[src/rtl/udma_lsu_bus_arb.sv]
// Round-robin arbiter sharing one LSU memory port between N_REQ requesters.
// Responses are routed back in order through a small owner-ID FIFO.
module udma_lsu_bus_arb #(
  parameter int N_REQ   = 2,
  parameter int MAX_OUT = 2
) (
  input  logic                 clk_i,
  input  logic                 rst_i,
  input  logic                 en_i,
  input  logic [N_REQ-1:0]     s_req_i,
  input  logic [N_REQ-1:0]     s_we_i,
  input  logic [N_REQ*32-1:0]  s_addr_i,
  input  logic [N_REQ*32-1:0]  s_wdata_i,
  output logic [N_REQ-1:0]     s_gnt_o,
  output logic [N_REQ-1:0]     s_rvalid_o,
  output logic [31:0]          s_rdata_o,
  output logic                 m_req_o,
  input  logic                 m_gnt_i,
  output logic                 m_we_o,
  output logic [31:0]          m_addr_o,
  output logic [31:0]          m_data_o,
  input  logic                 m_valid_i,
  input  logic [31:0]          m_data_i,
  output logic                 err_o
);

  localparam int IDW = (N_REQ > 1) ? $clog2(N_REQ) : 1;
  localparam int CW  = $clog2(MAX_OUT + 1);

  typedef enum logic {IDLE, BUS} state_e;
  typedef logic [IDW-1:0] id_t;
  typedef logic [CW-1:0]  cnt_t;

  state_e      state_q, state_d;
  id_t         ptr_q, ptr_d;
  id_t         owner_q, owner_d;
  logic        m_req_q, m_req_d;
  logic        m_we_q, m_we_d;
  logic [31:0] m_addr_q, m_addr_d;
  logic [31:0] m_data_q, m_data_d;
  cnt_t        cnt_q, cnt_d;
  logic        err_q, err_d;
  id_t         fifo_q [MAX_OUT];
  id_t         fifo_d [MAX_OUT];

  logic        hi_found;
  id_t         hi_idx, lo_idx, win_idx;
  logic [31:0] win_addr, win_data;
  logic        win_we;
  logic        can_sel, push, pop;
  cnt_t        wr_idx;

  // Winner = first requester at or above ptr; otherwise the lowest one below it.
  always_comb begin
    // NOTE: every combinational output gets a default first so no path infers a latch.
    hi_found = 1'b0;
    hi_idx   = '0;
    lo_idx   = '0;
    for (int i = N_REQ - 1; i >= 0; i--) begin
      if (s_req_i[i]) begin
        if (id_t'(i) >= ptr_q) begin
          hi_found = 1'b1;
          hi_idx   = id_t'(i);
        end else begin
          lo_idx = id_t'(i);
        end
      end
    end
    win_idx  = hi_found ? hi_idx : lo_idx;
    win_addr = '0;
    win_data = '0;
    win_we   = 1'b0;
    for (int i = 0; i < N_REQ; i++) begin
      if (win_idx == id_t'(i)) begin
        win_addr = s_addr_i[32*i +: 32];
        win_data = s_wdata_i[32*i +: 32];
        win_we   = s_we_i[i];
      end
    end
  end

  assign can_sel = (state_q == IDLE) && en_i && (|s_req_i) && (cnt_q < cnt_t'(MAX_OUT));
  assign push    = m_req_q && m_gnt_i;
  assign pop     = m_valid_i && (cnt_q != '0);
  assign wr_idx  = cnt_q - cnt_t'(pop);

  always_comb begin
    state_d  = state_q;
    ptr_d    = ptr_q;
    owner_d  = owner_q;
    m_req_d  = m_req_q;
    m_we_d   = m_we_q;
    m_addr_d = m_addr_q;
    m_data_d = m_data_q;
    if (state_q == IDLE) begin
      if (can_sel) begin
        state_d  = BUS;
        owner_d  = win_idx;
        m_req_d  = 1'b1;
        m_we_d   = win_we;
        m_addr_d = win_addr;
        m_data_d = win_data;
      end
    end else if (m_gnt_i) begin
      state_d = IDLE;
      m_req_d = 1'b0;
      ptr_d   = (owner_q == id_t'(N_REQ - 1)) ? '0 : owner_q + id_t'(1);
    end

    cnt_d = cnt_q;
    if (push && !pop)      cnt_d = cnt_q + cnt_t'(1);
    else if (pop && !push) cnt_d = cnt_q - cnt_t'(1);

    err_d = err_q | (m_valid_i && (cnt_q == '0));
  end

  // Head always sits at slot 0; a pop shifts everything down one slot.
  always_comb begin
    fifo_d = fifo_q;
    if (pop) begin
      for (int i = 0; i < MAX_OUT - 1; i++) fifo_d[i] = fifo_q[i+1];
    end
    for (int i = 0; i < MAX_OUT; i++) begin
      if (push && (cnt_t'(i) == wr_idx)) fifo_d[i] = owner_q;
    end
  end

  // NOTE: sequential state is updated with non-blocking assignments only.
  always_ff @(posedge clk_i) begin
    if (rst_i) begin
      state_q  <= IDLE;
      ptr_q    <= '0;
      owner_q  <= '0;
      m_req_q  <= 1'b0;
      m_we_q   <= 1'b0;
      m_addr_q <= '0;
      m_data_q <= '0;
      cnt_q    <= '0;
      err_q    <= 1'b0;
    end else begin
      state_q  <= state_d;
      ptr_q    <= ptr_d;
      owner_q  <= owner_d;
      m_req_q  <= m_req_d;
      m_we_q   <= m_we_d;
      m_addr_q <= m_addr_d;
      m_data_q <= m_data_d;
      cnt_q    <= cnt_d;
      err_q    <= err_d;
    end
  end

  // NOTE: FIFO storage needs no reset; cnt_q alone decides which slots are valid.
  always_ff @(posedge clk_i) begin
    fifo_q <= fifo_d;
  end

  always_comb begin
    s_gnt_o    = '0;
    s_rvalid_o = '0;
    for (int i = 0; i < N_REQ; i++) begin
      s_gnt_o[i]    = push && (owner_q == id_t'(i));
      s_rvalid_o[i] = pop && (fifo_q[0] == id_t'(i));
    end
  end

  assign s_rdata_o = m_data_i;
  assign m_req_o   = m_req_q;
  assign m_we_o    = m_we_q;
  assign m_addr_o  = m_addr_q;
  assign m_data_o  = m_data_q;
  assign err_o     = err_q;

endmodule
[config.mk]
export PLATFORM = sky130hd
export DESIGN_NAME = udma_lsu_bus_arb
export DESIGN_NICKNAME = d
export VERILOG_FILES = /design/src/rtl/udma_lsu_bus_arb.sv
export SDC_FILE = /design/constraint.sdc
export NUM_CORES = 1
export LEC_CHECK = 0
export ABC_CLOCK_PERIOD_IN_PS = 3200
export BUFFER_PORTS_ARGS = -buffer_cell sky130_fd_sc_hd__buf_4
export CAP_MARGIN = 20
export CORE_AREA = 2 2 105 107
export CTS_CLUSTER_DIAMETER = 30
export CTS_CLUSTER_SIZE = 14
export DETAILED_ROUTE_END_ITERATION = 10
export DIE_AREA = 0 0 107 109
export GPL_TIMING_DRIVEN = 0
export PLACE_DENSITY = 0.8
export SYNTH_ARGS = -nofsm -noshare
export SYNTH_HDL_FRONTEND = slang
export SYNTH_SLANG_ARGS = --single-unit
export TNS_END_PERCENT = 100
[constraint.sdc]
create_clock -name clk_i -period 3.2 [get_ports clk_i]
set_input_delay 0.64 -clock clk_i [delete_from_list [all_inputs] [get_ports clk_i]]
set_output_delay 0.64 -clock clk_i [all_outputs]
set_load 0.1 [all_outputs]
==> results of run 1 <==
[layout by cell type (no fill, tap or decap), drive strengths merged, types with 2 or more instances in the layout]
master / n
nor2b: 2
a221oi: 66
clkbuf: 40
a21oi: 6
buf: 286
nor2: 7
inv: 69
o32ai: 65
dfxtp: 72
o21ai: 3
nand2: 4
edfxtp: 2
a21bo: 2
xor2: 2
nand3b: 2
clkinv: 2
clkinvlp: 2
[through the flow]
step / cells / setup slack (ps)
floorplan: 388 / 30.6
global placement: 766 / 1010
detailed placement: 766 / 952
CTS: 782 / 887
global route: 782 / 734
finish: 782 / 899
[registers in the layout, indices dropped and copies added (netlist names)]
register,flops
cnt_q,2
err_o,1
fifo_q,2
m_addr_o,32
m_data_o,32
m_req_o,1
m_we_o,1
owner_q,1
ptr_q,1
state_q,1
[power by group through the flow]
| stage | Sequential, W | Clock, W | Combinational (W) |
|---|---|---|---|
| 6_report | 0.00120 | 0.000710 | 0.00251 |
| 5_1_grt | 0.00122 | 0.000777 | 0.00262 |
| 4_1_cts | 0.00120 | 0.000730 | 0.00253 |
| 3_5_place_dp | 0.00122 | 0 | 0.00252 |
| 3_3_place_gp | 0.00121 | 0 | 0.00249 |
| 2_1_floorplan | 0.00233 | 0 | 0.000827 |
[worst min-delay path by stage]
stage / from / end / slack [ps] / cells past startpoint
after floorplan: ptr_q$_SDFFE_PP0P_ / ptr_q$_SDFFE_PP0P_ / 450 / 2
after global placement: m_data_o[7]$_SDFFE_PP0P_ / m_data_o[7]$_SDFFE_PP0P_ / 450 / 2
after CTS: m_data_o[10]$_SDFFE_PP0P_ / m_data_o[10]$_SDFFE_PP0P_ / 460 / 2
after detailed placement: m_data_o[10]$_SDFFE_PP0P_ / m_data_o[10]$_SDFFE_PP0P_ / 450 / 2
final: m_data_o[10]$_SDFFE_PP0P_ / m_data_o[10]$_SDFFE_PP0P_ / 460 / 2
after global routing: m_data_o[10]$_SDFFE_PP0P_ / m_data_o[10]$_SDFFE_PP0P_ / 480 / 2
[final cells by class]
type | instances | area [µm²] | area share
buffer | 77 | 444 | 0.0750
clock buffer | 11 | 131 | 0.0222
clock inverter | 5 | 55.1 | 0.00930
inverter | 69 | 259 | 0.0438
multi-input combinational | 168 | 1570 | 0.265
sequential | 74 | 1500 | 0.254
tap | 140 | 175 | 0.0296
timing repair buffer | 238 | 1790 | 0.302
[per-layer routing]
metal  vias up  wire length, µm
met4         0              343
met2       180             6810
met5         -                0
li1       1952                -
met3        27              970
met1      1929             4910
[cells by family after synthesis]
| kind of cell | Yosys count |
|---|---|
| AO/OA/AOI/OAI | 143 |
| XOR/XNOR | 2 |
| adder cells (fa/ha/maj) | 1 |
| buffers and inverters | 146 |
| flip-flops | 74 |
| multiplexers | 1 |
| AND/OR/NAND/NOR | 21 |
[Yosys cell counts]
| master | count |
|---|---|
| ha_1 | 1 |
| a21oi_1 | 6 |
| buf_6 | 3 |
| nor3_1 | 1 |
| a221oi_1 | 36 |
| and3_1 | 1 |
| o21ai_1 | 1 |
| nand2b_1 | 1 |
| edfxtp_1 | 2 |
| nand3b_1 | 2 |
| o21ai_0 | 2 |
| buf_4 | 32 |
| buf_2 | 10 |
| nor2b_1 | 2 |
| dfxtp_1 | 72 |
| nor2_1 | 7 |
| inv_1 | 69 |
| o31ai_1 | 1 |
| xor2_1 | 2 |
| nand2_1 | 4 |
| clkbuf_1 | 29 |
| or2_2 | 1 |
| nor3b_4 | 1 |
| o32ai_1 | 65 |
| mux2_2 | 1 |
| or3_1 | 1 |
| a21bo_2 | 2 |
| buf_1 | 3 |
| a221oi_2 | 30 |
[critical path, cell delays in order, from the launching register on]
cell and delay (ps):
dfxtp_1 310, clkbuf_1 290, o21ai_0 260, nor2_1 150, buf_4 300
==> impl_results.md, run 1 <==
- Top Usage Layer GRT: met2
- Yosys top cell by area: dfxtp_1
- Tcrit/Tclk final: 0.719
- Fin Clk Skew: roughly 9.4 ps
- Synthesized area: 3770 µm²
- Max_slew headroom: 0.479
- HPWL after DPL: 10400 µm
- Standard-cell rows: 38
- Crit path time final: 2300 ps
- Reg-to-reg startpoint: cnt_q[1]$_SDFFE_PP0P_
- Seq pwr share: 0.271
- Mux contribution to synthesized area: 0.00299
- Hold Vio Cnt, Final: 0
- Syn_nets: 558
- Cell-internal power: 0.00209 W
- First DRT Iteration DRCs: 198
- Final Setup Violations: 0
- Post-synth top area share: 0.382
- Leading post-synthesis cells by cell area: dfxtp_1 (38%), o32ai_1 (15%), a221oi_2 (12%), a221oi_1 (8.4%), inv_1 (6.9%)
- Leakage: between 2 and 3 nW
- Avg Cell Area, Syn: 9.72 µm²
- Crit path capture: s_rvalid_o[1]
- Final nets: between 800 and 900
- Max Slew Vio Count: 0
- Crit path kind: reg -> out
- Post-layout instance area: 5920 µm²
- Placed Area: 5730 µm²
- Ports: around 270
- Num CTS Buffers: 9
- Placer Congestion: just over 0.8
- Die width: 107 µm
- Die height: 109 µm
- Unrepaired setup endpoints after global routing: false
- DRC Markers: 0
- Clock Sinks: 74
- Die Footprint: 11700 µm²
- Reg2Reg Depth: 6
- RR Endpoint: m_data_o[23]$_SDFFE_PP0P_
- Sequential cell area fraction in the yosys report: 0.398
- Crit start category: flop
- Post-synthesis adder-cell area fraction: 0.00332
- Slew of the pin with the lowest slew margin: between 700 and 800 ps
- Fmax: 0.435 GHz
- Sw Ratio: 0.527
- Final Power: 0.00442 W
- Pre-antenna DRT Iters: 4
- Crit. End Element: output port
- Resize count post-CTS: 0
- Total gr overflow: 0
- Via Count: 4088
- Hold WS: roughly 460 ps
- Final core occ: 0.558
- CTS tree: yes
- Routing usage on met3: 0.0669
- Max Root-Sink Buffers: 2
- Post-synthesis register bit count: 74
- Max Cap Violations: 0
- Post-synthesis compound-gate area fraction: 0.373
- Initial Util: 0.356
- Met1 Use GR: 0.234
- WP data arrival: between 1500 and 2000 ps
- Core footprint: between 10000 and 15000 µm²
- Vias/cell: 5.23
- Yosys warning count: 0
- Clock power share: 0.161
- Setup TNS: 0 ps
- Root Driver: clkbuf_8
- Xor/xnor share of the synthesized area: 0.00464
- Clk pin slew, worst setup/hold paths: 80 ps
- Hold crit path type: reg -> reg
- Largest family of logic cells by synthesized area: compound AO/OA/AOI/OAI gates
- Post-CTS Setup Inserts: 0
- Library cells used by synthesis: 29
- Status: finished clean
- Comb power frac: 0.569
- H-tree levels: 3
- Layout filler cell count: 938
- Layout cells sized above 1: 0.517
- CP required: 2560 ps
- Antenna Cells: 0
- Cells after synthesis: 388
- Worst-skew pair later-pin latency: around 340 ps
- IO buf count: 238
- Post-Synth Simple-Gate Area: 0.0312
- Vias in the first global route: 4068
- Wirelength per Cell: roughly 17 µm
- First-pass GRT wire length: approximately 20000 µm
- Area Growth Syn to Fin: 57.0%
- Max VDD drop: 0.411 mV
- Worst R2R Setup Slack: 1340 ps
- Antenna violations before repair: 0
- Crit Path Max Fanout: 8
- Routed Antenna Nets: 0
- Largest net degree at the start of global routing: 13
- GRT Resource Usage Total: 0.214
- PwrDens: 747 nW/µm²
- Hold-fix buffers, CTS: 0
- GR Util met2: 0.396
- Final WL: 13000 µm
- Worst Setup SP: cnt_q[0]$_SDFFE_PP0P_
- Sw Pwr: ~0.0023 W
(Power assumes the default switching activity.)
==> run 2: changes to the inputs <==
==> config.mk (replaced) <==
export PLATFORM = sky130hd
export DESIGN_NAME = udma_lsu_bus_arb
export DESIGN_NICKNAME = d
export VERILOG_FILES = /design/src/rtl/udma_lsu_bus_arb.sv
export SDC_FILE = /design/constraint.sdc
export NUM_CORES = 1
export LEC_CHECK = 0
export ABC_AREA = 1
export ABC_CLOCK_PERIOD_IN_PS = 2300
export BUFFER_PORTS_ARGS = -buffer_cell sky130_fd_sc_hd__buf_4
export CAP_MARGIN = 20
export CORE_AREA = 2 2 104 106
export CTS_CLUSTER_DIAMETER = 30
export CTS_CLUSTER_SIZE = 14
export DETAILED_ROUTE_END_ITERATION = 10
export DIE_AREA = 0 0 106 108
export GPL_TIMING_DRIVEN = 0
export PLACE_DENSITY = 0.88
export SYNTH_ARGS = -nofsm -noshare
export SYNTH_HDL_FRONTEND = slang
export SYNTH_SLANG_ARGS = --single-unit
export TNS_END_PERCENT = 100
==> constraint.sdc (replaced) <==
create_clock -name clk_i -period 2.3 [get_ports clk_i]
set_input_delay 0.46 -clock clk_i [delete_from_list [all_inputs] [get_ports clk_i]]
set_output_delay 0.46 -clock clk_i [all_outputs]
set_load 0.1 [all_outputs]
==> impl_results.md, run 2 <==
- Status: finished clean
- Max Cap Violations: 0 (unchanged)
- Avg Cell Area, Syn: 6.82 µm² (-30%)
- Post-synthesis adder-cell area fraction: 0.00281 (-0.000510)
- Final Power: 0.00593 W (+34%)
- CTS tree: yes
- Crit path time final: 1950 ps
- WP data arrival: 1490 ps (-170 ps)
- Sw Pwr: 0.00281 W (+20%)
- Unrepaired setup endpoints after global routing: false
- First DRT Iteration DRCs: 153 (-23%)
- Yosys top cell by area: dfxtp_1
- Most common cell in the synthesized netlist: nand2_1
- H-tree levels: 3 (unchanged)
- Layout cells sized above 1: 0.436 (-0.0816)
- Root Driver: clkbuf_8
- Post-synth top area share: 0.324 (-0.0587)
- Placer Congestion: 0.837 (+3.6%)
- Sw Ratio: 0.473 (-0.0543)
- Worst Setup SP: cnt_q[1]$_SDFFE_PP0P_
- Yosys warning count: 0 (unchanged)
- Top cell family by delay on the critical path: compound AO/OA/AOI/OAI gates
- Clock Sinks: 74 (unchanged)
- Crit-path cells: o21ai_0, nor2_2, buf_4
- Post-Synth Simple-Gate Area: 0.312 (+0.281)
- Standard-cell rows: 37 (-2.6%)
- Most frequent cells in the layout: buf_4 (272), nand2_1 (208), inv_1 (142)
- Mux contribution to synthesized area: 0 (-0.00299)
- Post-synthesis register bit count: 74 (unchanged)
- Final nets: 1072 (+33%)
- Library cells used by synthesis: 26 (-10%)
- Cell-internal power: 0.00313 W (+50%)
- WP depth: 3 (-1)
- DRC Markers: 0 (unchanged)
- Pre-antenna DRT Iters: 4 (unchanged)
- Hold-fix buffers, CTS: 0 (unchanged)
- RR Endpoint: cnt_q[1]$_SDFFE_PP0P_
- Fmax: slightly above 0.5 GHz
- Commonest non-fill, non-tap cell in the layout: buf_4
- Clk pin slew, worst setup/hold paths: 80 ps (about the same)
- Comb power frac: 0.501 (-0.068)
- Worst-skew pair later-pin latency: 350 ps (about the same)
- Vias in the first global route: 4475 (+10%)
- Tcrit/Tclk final: 0.846
- Ports: 272 (unchanged)
- Crit start category: flop
- PwrDens: 885 nW/µm² (+19%)
- Sequential cell area fraction in the yosys report: 0.337 (-0.0612)
- Total gr overflow: 0 (unchanged)
- Area Growth Syn to Fin: 50.4%
- Max Root-Sink Buffers: 2 (unchanged)
- Post-synthesis compound-gate area fraction: 0.113 (-0.260)
- Num CTS Buffers: 9 (unchanged)
- Ys flop type: dfxtp_1
- Hold Vio Cnt, Final: 0 (unchanged)
- Post-synth EDFFs: 2 (unchanged)
- Core footprint: 10200 µm² (-3.5%)
- Worst path max stage delay: 480 ps (+170 ps)
- Clock power share: 0.232 (+0.071)
- Dpl cells: 1027 (+34%)
- Die Footprint: 11400 µm² (-1.8%)
- Via Count: 4732 (+16%)
- Final WL: 13200 µm (+1.1%)
- Setup TNS: 0 ps (unchanged)
- Leading post-synthesis cells by cell area: dfxtp_1 (32%), nand2_1 (18%), inv_1 (12%), nand3_2 (9.2%), buf_4 (5.7%)
- Crit. End Element: output port
- Initial Util: 0.435 (+0.0798)
- Crit path kind: reg -> out
- Worst R2R Setup Slack: 720 ps (-620 ps)
- Reg2Reg Depth: 6 (unchanged)
- Reg-to-reg startpoint: cnt_q[1]$_SDFFE_PP0P_
- Cells after synthesis: 653 (+68%)
- HPWL after DPL: 10300 µm (-0.34%)
- Max Slew Vio Count: 0 (unchanged)
- Hold WS: 393 ps (-71.2 ps)
- Synth async-reset ratio: 0 (unchanged)
- Max_slew headroom: 0.612 (+0.133)
- Die height: 108 µm (-0.92%)
- CP required: 1840 ps (-720 ps)
- Xor/xnor share of the synthesized area: 0 (-0.00464)
- Final Setup Violations: 0 (unchanged)
- Largest net degree at the start of global routing: 13 (unchanged)
- Area of the multi-input gates: 1920 µm² (+22%)
- Synthesized area: 4460 µm² (+18%)
- Leakage: 3.68 nW (+42%)
- Worst Path Buf+Inv: 1 (-1)
- Crit path capture: s_rvalid_o[1]
- Fin Clk Skew: 5.73 ps (-3.69 ps)
- Largest family of logic cells by synthesized area: simple AND/OR/NAND/NOR gates
- Crit Path Max Fanout: 4 (-4)
- Wirelength per Cell: 12.6 µm (-24%)
- Final Non-Filler Cells: 1043 (+33%)
- Synth top cells by count: nand2_1 (208), inv_1 (142), dfxtp_1 (72), a21oi_1 (43), nand3_2 (41)
- Slowest CP cell: o21ai_0
- First-pass GRT wire length: 20300 µm (+3.8%)
- IO buf count: 238 (unchanged)
- Antenna Cells: 0 (unchanged)
- Post-CTS Setup Inserts: 0 (unchanged)
- Hold_sp: m_valid_i
- Routed Antenna Nets: 0 (unchanged)
- Resize count post-CTS: 0 (unchanged)
- Seq pwr share: 0.267 (-0.004)
- Hold crit path type: in -> reg
- Slew of the pin with the lowest slew margin: 576 ps (-206 ps)
- FF/Latch Area: 1500 µm² (unchanged)
- Vias/cell: 4.54 (-13%)
- Syn_nets: 823 (+47%)
- GRT Resource Usage Total: 0.224 (+0.0100)
- Antenna violations before repair: 0 (unchanged)
- Max VDD drop: 0.479 mV (+16%)
- Layout filler cell count: 893 (-4.8%)
- Die width: 106 µm (-0.93%)
==> run 2: final cells by class <==
type                    count  area share
flip-flops and latches     74       0.224
multi-input cells         367       0.286
repair buffers            238       0.267
well taps                 136      0.0254
inverters                 144      0.0806
clock inverters             3      0.0134
clock buffers              13      0.0284
plain buffers              68      0.0756
==> run 2: metal layers <==
layer  up-vias  track usage  wire, µm
met4         0        0.107       332
met2       187        0.421      6810
met1      2110        0.230      5010
met5         -            0         0
met3        25       0.0621      1020
li1       2410            -         -
==> run 2: worst reg2reg max path: stages (launching register included) <==
cell     delay [ps]
dfxtp_1         350
o21ai_0         480
ha_1            340
inv_1           100
nand4_1         110
nand2_1          80
nor2_1           40
==> run 2: logic make-up (layout without fill, tap and decap cells) <==
logic type | Yosys count | count (layout)
flip-flops | 74 | 74
buffers and inverters | 212 | 466
AO/OA/AOI/OAI | 78 | 78
AND/OR/NAND/NOR | 288 | 288
adder cells (fa/ha/maj) | 1 | 1
==> run 2: power groups by stage <==
| stage | logic (W) | registers (W) | clock network, W |
|---|---|---|---|
| finish | 0.00297 | 0.00158 | 0.00138 |
| global route | 0.00313 | 0.00161 | 0.00147 |
| CTS | 0.00299 | 0.00158 | 0.00141 |
| detailed placement | 0.00298 | 0.00161 | 0 |
| global placement | 0.00295 | 0.00160 | 0 |
| floorplan | 0.00107 | 0.00283 | 0 |
==> run 2: worst min path at each step <==
stage,end,cells after the start,slack (ps)
3_5_place_dp,cnt_q[0]$_SDFFE_PP0P_,1,460
6_report,err_o$_SDFF_PP0_,3,390
4_1_cts,err_o$_SDFF_PP0_,3,370
3_3_place_gp,cnt_q[0]$_SDFFE_PP0P_,1,450
5_1_grt,m_addr_o[10]$_SDFFE_PP0P_,5,400
2_1_floorplan,cnt_q[0]$_SDFFE_PP0P_,1,440
==> run 2: stage by stage <==
step,worst slack [ps],area [µm²],utilization
final,355,6700,0.655
after global routing,236,6700,0.655
after CTS,343,6700,0.655
after detailed placement,629,6420,0.628
after global placement,634,6420,0.628
after floorplan,-226,4470,-
==> run 3: changes to the inputs <==
--- a/config.mk
+++ b/config.mk
@@ -6,7 +6,7 @@
 export NUM_CORES = 1
 export LEC_CHECK = 0
 export ABC_AREA = 1
-export ABC_CLOCK_PERIOD_IN_PS = 2300
+export ABC_CLOCK_PERIOD_IN_PS = 1800
 export BUFFER_PORTS_ARGS = -buffer_cell sky130_fd_sc_hd__buf_4
 export CAP_MARGIN = 20
 export CORE_AREA = 2 2 104 106
==> constraint.sdc (replaced) <==
create_clock -name clk_i -period 1.8 [get_ports clk_i]
set_input_delay 0.36 -clock clk_i [delete_from_list [all_inputs] [get_ports clk_i]]
set_output_delay 0.36 -clock clk_i [all_outputs]
set_load 0.1 [all_outputs]
==> impl_results.md, run 3 (same netlist as run 2, synthesis figures left out) <==
- Post-layout instance area: 6640 µm² (-0.95%)
- Hold WS: 305 ps (-87.6 ps)
- Fin Clk Skew: 10.9 ps (+5.12 ps)
- Fmax: slightly below 0.6 GHz
- Crit start category: flop
- Routed Antenna Nets: 0 (unchanged)
- DRC Markers: 0 (unchanged)
- Hold Vio Cnt, Final: 0 (unchanged)
- Standard-cell rows: 37 (unchanged)
- Vias/cell: 4.49 (-1.1%)
- Max Cap Violations: 0 (unchanged)
- IO buf count: 238 (unchanged)
- Hold crit path type: in -> reg
- Area Growth Syn to Fin: 49.0%
- Antenna Cells: 0 (unchanged)
- First-pass GRT wire length: 20800 µm (+2.6%)
- Worst Path Buf+Inv: 1 (unchanged)
- Max Slew Vio Count: 0 (unchanged)
- Worst-skew pair later-pin latency: 340 ps (about the same)
- Vias in the first global route: 4468 (-0.16%)
- GRT Resource Usage Total: 0.229 (+0.00527)
- Final nets: 1072 (unchanged)
- Slew of the pin with the lowest slew margin: 491 ps (-84.8 ps)
- Final Power: 0.00721 W (+22%)
- Tcrit/Tclk final: 0.931
- Num CTS Buffers: 9 (unchanged)
- Final Setup Violations: 0 (unchanged)
- Slowest CP cell: dfxtp_1
- Antenna violations before repair: 0 (unchanged)
- Total gr overflow: 0 (unchanged)
- Unrepaired setup endpoints after global routing: false
- Ports: 272 (unchanged)
- WP data arrival: 1320 ps (-170 ps)
- Max Root-Sink Buffers: 2 (unchanged)
- PwrDens: 1090 nW/µm² (+23%)
- Die height: 108 µm (unchanged)
- Setup TNS: 0 ps (unchanged)
- Max_slew headroom: 0.673 (+0.0606)
- Placed Area: 6430 µm² (+0.14%)
- Layout cells sized above 1: 0.431 (-0.00441)
- Hold-fix buffers, CTS: 0 (unchanged)
- Crit Path Max Fanout: 4 (unchanged)
- Crit path time final: approximately 1700 ps
- First DRT Iteration DRCs: 210 (+37%)
- Die Footprint: 11400 µm² (unchanged)
- Max VDD drop: 0.498 mV (+4.1%)
- Core footprint: 10200 µm² (unchanged)
- Clk pin slew, worst setup/hold paths: 80 ps (about the same)
- Crit. End Element: output port
- Commonest non-fill, non-tap cell in the layout: buf_4
- Initial Util: 0.435 (unchanged)
- Post-CTS Setup Inserts: 0 (unchanged)
- Wirelength per Cell: 12.7 µm (+0.67%)
- Crit-path cells: o21ai_1, nor2_1, buf_4
- Die width: 106 µm (unchanged)
- Root Driver: clkbuf_8
- Most frequent cells in the layout: buf_4 (272), nand2_1 (208), inv_1 (142)
- Status: finished clean
- Clock Sinks: 74 (unchanged)
- Crit path kind: reg -> out
- Placer Congestion: 0.825 (-1.4%)
- Largest net degree at the start of global routing: 13 (unchanged)
- Final core occ: 0.649 (-0.00624)
- Pre-antenna DRT Iters: 4 (unchanged)
- Worst path max stage delay: 400 ps (-80 ps)
- CP required: 1440 ps (-400 ps)
- Leakage: 3.64 nW (-1.0%)
- Via Count: 4681 (-1.1%)
- Final WL: 13300 µm (+0.67%)
- H-tree levels: 3 (unchanged)
- CTS tree: yes
- HPWL after DPL: 10500 µm (+1.4%)
- Top cell family by delay on the critical path: flip-flops
-- run 3: path summary, 6_finish.rpt --
| check | from | endpoint | slack (ps) | cells after the start |
|---|---|---|---|---|
| setup / recovery | cnt_q[1]$_SDFFE_PP0P_ | s_rvalid_o[0] | 120 | 3 |
| hold / removal | m_valid_i | err_o$_SDFF_PP0_ | 310 | 3 |
| hold reg to reg | cnt_q[0]$_SDFFE_PP0P_ | cnt_q[0]$_SDFFE_PP0P_ | 470 | 1 |
| setup reg to reg | m_req_o$_SDFFE_PP0P_ | cnt_q[1]$_SDFFE_PP0P_ | 320 | 8 |
-- run 3: stage by stage --
step / std cells / worst slack (ps)
final: 1043 / 123
after global routing: 1043 / 42.8
after CTS: 1043 / 105
after detailed placement: 1027 / 176
after global placement: 1027 / 218
after floorplan: 653 / -345
-- run 3: tightest hold or removal path, stage by stage --
cell	delay (ps)
buf_4	100
a31oi_1	80
nor2_1	80
-- run 3: report_power, final --
| group | internal [W] | switching [W] |
|---|---|---|
| combinational | 0.000986 | 0.00281 |
| sequential | 0.00189 | 0.000135 |
| clock | 0.000765 | 0.000618 |
-- run 3: timing repair --
item                                    in CTS  in global routing
endpoints found under the hold margin        0                  0
gates resized for setup                      1                  0
endpoints found under the setup margin       2                  0
-- run 3: routing by layer --
layer / routed length [µm] / vias up / global-route usage
li1: - / 2408 / -
met1: 5180 / 2056 / 0.261
met2: 6630 / 199 / 0.412
met3: 1210 / 18 / 0.0705
met4: 239 / 0 / 0.0742
met5: 0 / - / 0
-- run 3: cell type report --
type	count	area, µm²
multi-input cells	367	1920
well taps	136	170
clock inverters	7	83.8
clock buffers	9	124
fillers	921	3590
flip-flops and latches	74	1510
plain buffers	68	507
inverters	144	541
repair buffers	238	1790
